===== src/rtl/wb_port_arbiter.sv =====
// Writeback port arbiter: merges pipeline GPR/HI-LO writeback with a single-entry
// auxiliary write buffer that yields to the pipeline and forces a stall when starved.
module wb_port_arbiter #(
    parameter int unsigned STARVE_MAX = 4
) (
    input  logic        clk,
    input  logic        rst,
    input  logic [4:0]  wb_wd,
    input  logic        wb_wreg,
    input  logic [31:0] wb_wdata,
    input  logic [31:0] wb_hi,
    input  logic [31:0] wb_lo,
    input  logic        wb_whilo,
    input  logic        aux_req,
    input  logic [4:0]  aux_wd,
    input  logic [31:0] aux_wdata,
    output logic        aux_ack,
    output logic        aux_busy,
    output logic        rf_we,
    output logic [4:0]  rf_waddr,
    output logic [31:0] rf_wdata,
    output logic        hilo_we,
    output logic [31:0] hi_o,
    output logic [31:0] lo_o,
    output logic        stall_req
);

    typedef enum logic [1:0] {
        IDLE,
        PEND,
        FORCE
    } state_t;

    state_t      state, state_nxt;
    logic [3:0]  cnt, cnt_nxt, cnt_inc;
    logic [4:0]  buf_wd;
    logic [31:0] buf_wdata;
    logic        capture;

    assign cnt_inc = cnt + 4'd1;

    always_comb begin
        state_nxt = state;
        cnt_nxt   = cnt;
        capture   = 1'b0;
        case (state)
            IDLE: begin
                if (aux_req) begin
                    capture   = 1'b1;
                    state_nxt = PEND;
                    cnt_nxt   = '0;
                end
            end
            PEND, FORCE: begin
                // Grant when the pipeline is silent; drop when it overwrites the same register.
                if (!wb_wreg || (wb_wd == buf_wd)) begin
                    state_nxt = IDLE;
                    cnt_nxt   = '0;
                end else if (state == PEND) begin
                    cnt_nxt = cnt_inc;
                    if (cnt_inc == 4'(STARVE_MAX)) state_nxt = FORCE;
                end
            end
            default: begin
                state_nxt = IDLE;
                cnt_nxt   = '0;
            end
        endcase
    end

    always_ff @(posedge clk) begin
        if (rst) begin
            state     <= IDLE;
            cnt       <= '0;
            buf_wd    <= '0;
            buf_wdata <= '0;
        end else begin
            state <= state_nxt;
            cnt   <= cnt_nxt;
            if (capture) begin
                buf_wd    <= aux_wd;
                buf_wdata <= aux_wdata;
            end
        end
    end

    always_comb begin
        aux_ack   = 1'b0;
        aux_busy  = 1'b0;
        stall_req = 1'b0;
        rf_we     = 1'b0;
        rf_waddr  = '0;
        rf_wdata  = '0;
        hilo_we   = 1'b0;
        hi_o      = '0;
        lo_o      = '0;
        if (!rst) begin
            aux_ack   = capture;
            aux_busy  = (state != IDLE);
            stall_req = (state == FORCE);
            hilo_we   = wb_whilo;
            hi_o      = wb_hi;
            lo_o      = wb_lo;
            if (wb_wreg) begin
                rf_we    = 1'b1;
                rf_waddr = wb_wd;
                rf_wdata = wb_wdata;
            end else if (state != IDLE) begin
                rf_we    = 1'b1;
                rf_waddr = buf_wd;
                rf_wdata = buf_wdata;
            end
        end
    end

endmodule


===== config.mk =====
export PLATFORM = sky130hd
export DESIGN_NAME = wb_port_arbiter
export DESIGN_NICKNAME = d
export VERILOG_FILES = /design/src/rtl/wb_port_arbiter.sv
export SDC_FILE = /design/constraint.sdc
export NUM_CORES = 1
export LEC_CHECK = 0
export CORE_ASPECT_RATIO = 0.7
export CORE_MARGIN = 4
export CORE_UTILIZATION = 30
export CTS_CLUSTER_DIAMETER = 200
export DETAILED_ROUTE_END_ITERATION = 8
export DONT_BUFFER_PORTS = 1
export PLACE_DENSITY = 0.49
export SLEW_MARGIN = 20
export SYNTH_ARGS = -nofsm -noshare
export SYNTH_HDL_FRONTEND = slang
export SYNTH_SLANG_ARGS = --single-unit

===== constraint.sdc =====
create_clock -name clk -period 1.9 [get_ports clk]
set_clock_uncertainty 0.2 [all_clocks]
set_input_delay 0.19 -clock clk [delete_from_list [all_inputs] [get_ports clk]]
set_output_delay 0.19 -clock clk [all_outputs]
set_load 0.005 [all_outputs]

# [After elaboration in Yosys (flattened, before gate mapping)]
# Index checks and enable logic that the tools add are counted.
[classes] eq_ne=7 addsub=1 mux=26 n_reduce_logical=7
[ops] operator="32-bit two-way mux" count=5
[ops] operator="5-bit two-way mux" count=3
[ops] operator="4-bit two-way mux" count=3
[ops] operator="1-bit two-way mux" count=9
[ops] operator="2-bit two-way mux" count=4
[ops] operator="4-bit case mux with 2 select lines" count=1
[ops] operator="3-bit != test (second input constant)" count=2
[ops] operator="5-bit == test" count=1
[ops] operator="4-bit by 1-bit adder with 4-bit output (second input constant)" count=1
[ops] operator="4-bit by 3-bit == test with 1-bit output (second input constant)" count=1
[ops] operator="2-bit case mux with 2 select lines" count=1
[ops] operator="3-bit AND reduction" count=1
[ops] operator="2-bit by 1-bit == test with 1-bit output (second input constant)" count=1
[ops] operator="2-bit == test (second input constant)" count=1
[ops] operator="2-bit logical NOT" count=1
[ops] operator="2-bit != test (second input constant)" count=1
[ops] operator="2-bit AND reduction" count=1
[ops] operator="2-bit nonzero test" count=1
[ops] operator="2-bit OR reduction" count=1
[ops] operator="1-bit logical NOT" count=1
[ops] operator="1-bit logical OR" count=1
[word_totals] out_inout_bits=106 word_cells=45 reg_bits=43 in_bits=143

# [Logic depth before layout (Yosys ltp)]
[logic_depth] depth_word=6 mapped_depth=7 depth_no_buf=6

# [Worst setup path before layout]
# OpenSTA, ideal clock, no wires.
[synth_path] kind="flip-flop to output port" from="reg state[0]" to="out rf_waddr[0]" path_stages_with_launch=6 required_time_ns=1.510 t_arrival_ns=1.574 slack_ns=-0.064 path_buffers=1 path_cell_list="dfxtp_1 -> inv_1 -> ha_1 -> nor3_2 -> clkbuf_1 -> a22o_1"
[synth_between] elab_chain_len=4
[synth_rtl] item="from (decl)" line="34" source="state_t state, state_nxt;"
[synth_rtl] item="from (signal assigned)" line="78" source="state <= state_nxt;"
[synth_rtl] item="2-bit nonzero test" line="108" source="end else if (state != IDLE) begin"
[synth_rtl] item="5-bit two-way mux" line="108"
[synth_rtl] item="5-bit two-way mux" line="104" source="if (wb_wreg) begin"
[synth_rtl] item="5-bit two-way mux" line="97" source="if (!rst) begin"
[synth_rtl] item="to (decl)" line="20" source="output logic [4:0] rf_waddr,"
# Every way passes these cells.

# [Final worst setup path]
[layout_path] from="reg state[1]" to="out rf_wdata[16]"
[layout_between] elab_chain_len=4
[layout_rtl] item="2-bit nonzero test" line="108"
[layout_rtl] item="32-bit two-way mux" line="108"
[layout_rtl] item="32-bit two-way mux" line="104"
[layout_rtl] item="32-bit two-way mux" line="97"
[layout_rtl] item="to (decl)" line="21" source="output logic [31:0] rf_wdata,"
# Every way passes these cells.

==> results.cfg <==
[synthesis]
syn_area_um2 = 2600
synth.top_cell.area_share_pct = 33.1
synth-seq-cells = 43
synth_ff_type = dfxtp_1
ys_seq_area_share_pct = 33.1
syn-num-nets = 498
synth_warnings = 0
synthCells = 349
synthTopCellsByCount = 81 x nand2_1, 68 x nor2b_1, 43 x dfxtp_1, 42 x a21oi_1, 37 x a22o_1
yosysTopAreaCell = dfxtp_1
synth-async-reset-ratio_pct = 0
ys_top_cells_by_area = dfxtp_1 33%, nor2b_1 16%, a22o_1 12%
yosysMostFrequentCell = nand2_1
avgSynthCellArea_um2 = 7.45
ys_types = 29
synth-edff-count = 0

[drt]
drtIter0Drc = 141
drt-total-wl_mm = 9.71
ant_nets = 0
vias_per_cell = 5.19
vias = 2646
drtPass1Iterations = 4
wire_per_inst_um = 19.0
drc = 0

[setup_path]
critPathBufInv = 3
crit_family = flip-flops
timing.rr.start = cnt[0]$_SDFFE_PP0P_
cp-end-kind = output pin
slowest_delay_ns = 0.36
worstPathRequired_ns = 1.51
crit_chain = inv_4 > ha_4 > nor3_4 > buf_6 > clkbuf_16 > a22o_1
startpoint = state[1]$_SDFFE_PP0P_
critPathKind = flop to output pin
crit_arrival_ns = 1.55
crit_slowest_cell = dfxtp_4
critPathLaunchType = flop
cp_max_fo = 9

[sta]
rsz0062_at_grt = true
fin_ws_ns = -0.0355
max_freq_mhz = 517
setup_viol = 34
fin_crit_sh_pct = 102
hold_violations = 0
hold_slack_ns = 0.00130
fin_crit_ns = 1.94
slew_violations = 0
tns_ns = -0.583
slew-limit-headroom_pct = 78.9
tightest_slew_ns = 0.315

[power]
combPwrFrac_pct = 24.1
clkPwrFrac_pct = 36.6
power_mw = 2.58
p_leak_nw = 1.37
p_int_mw = 1.88
p_per_area_nw_per_um2 = 726
vdd_drop_max_v = 0.000353
swShare_pct = 27.2
pwr-share-seq_pct = 39.3
switching_power_uw = 702

[die]
dieHeight_um = 85.9
ios = 249
dieArea_um2 = 10200
core_um2 = 8440
die_x_um = 119
row_count = 28
initial_core_util_pct = 30.8

[clock_network]
clk_pin_slew_worst_paths_ns = 0.06
cts_root_buf = clkbuf_16
numCtsBuffers = 5
cts_tree = yes
cts_sinks = 43
ctsHtreeMaxLevel = 2
clkLatencyLatePin_ns = 0.28
cts_buffer_depth = 2

[worst_hold_path]
hp-class = input pin to flop
min-delay-start = rst

[place]
dp_hpwl_mm = 6.32
port_buffers = 0
gp_routability_congestion = 0.783

[layout]
multiInputGateArea_um2 = 1670
area_growth_pct = 36.9
postLayoutCoreUtil_pct = 42.1
fin_nets = 539
seq_area_um2 = 868
drive_gt1_share_pct = 12.6
n_antenna_cell = 0
num-fill-cells = 812

[run_status]
violations = negative setup slack
outcome = complete, but fails checks

[global_route]
grt_pass1_vias = 2626
antenna_found_initial = 1
grt_pass1_wl_mm = 13.3
grt_max_degree = 72
grt_overflow_total = 0
grt_usage_pct = 16.2

[flow_run]
drv_cap = 0
registers in the layout, indices dropped and copies added (netlist names):
signal     count
buf_wdata     32
buf_wd         5
cnt            4
state          2
layout by cell type (no fill, tap or decap), drive strengths merged, types with 3 or more instances in the layout:
master        n
nand2b        3
dfxtp        43
a21oi        43
nor2          5
xor2          5
nand3         3
buf          23
nor2b        68
dlygate4sd3  37
nand2        81
clkbuf        8
nor3          4
inv           4
a22o         37
ha            6
kinds of logic after synthesis:
group,share of synthesized area (%)
XOR/XNOR,1.68
adder cells (fa/ha/maj),2.89
AND/OR/NAND/NOR,33.9
AO/OA/AOI/OAI,23.6
buffers and inverters,4.81
flip-flops,33.1
stage by stage:
stage | area, um^2 | instances | setup slack, ns
after detailed placement | 2790 | 453 | 0.0164
after CTS | 3410 | 502 | 0.00656
after global placement | 2790 | 453 | 0.0432
after floorplan | 2610 | 349 | 0.00630
final | 3560 | 510 | -0.0355
after global routing | 3560 | 510 | -0.116
worst min-delay path, cell delays in order:
cell	delay (ns)
nor2_2	0.11
a21oi_1	0.08
o311ai_1	0.06
final cells by class:
cell class,count,area share [%]
multi-input cells,273,46.9
inverters,4,0.492
well taps,120,4.22
clock buffers,5,3.52
clock inverters,2,1.05
flip-flops and latches,43,24.4
repair buffers,63,19.4
final timing paths:
path	to	slack (ns)	cells past startpoint
max reg2reg	state[0]$_SDFFE_PP0P_	0.05	6
max	rf_wdata[16]	-0.04	6
min	state[0]$_SDFFE_PP0P_	0.001	3
min reg2reg	buf_wdata[19]$_SDFFE_PP0P_	0.26	2
power groups by stage:
stage / Combinational [mW] / Sequential, mW / Clock [mW]
floorplan: 0.372 / 1.02 / 0
global placement: 0.468 / 1.03 / 0
detailed placement: 0.473 / 1.03 / 0
CTS: 0.581 / 1.02 / 0.978
global route: 0.682 / 1.02 / 1.03
finish: 0.621 / 1.02 / 0.947
metal layers:
layer | wire length, um | vias to the layer above | global-route usage [%] | part of all wire, %
met5 | 13 | - | 0 | 0.13
met4 | 54 | 2 | 3.05 | 0.56
met3 | 622 | 6 | 4.81 | 6.4
met2 | 4360 | 117 | 24.2 | 45
met1 | 4650 | 1266 | 23.1 | 48
li1 | - | 1255 | - | -
timing repair:
action	CTS	global route
buffers inserted	3	5
pin swaps	1	7
setup endpoints to repair	37	40
hold buffers	38	0
hold endpoints to repair	43	0
cloned	1	4
resized for setup	4	15
No activity file was read; power rests on OpenSTA's default activity.
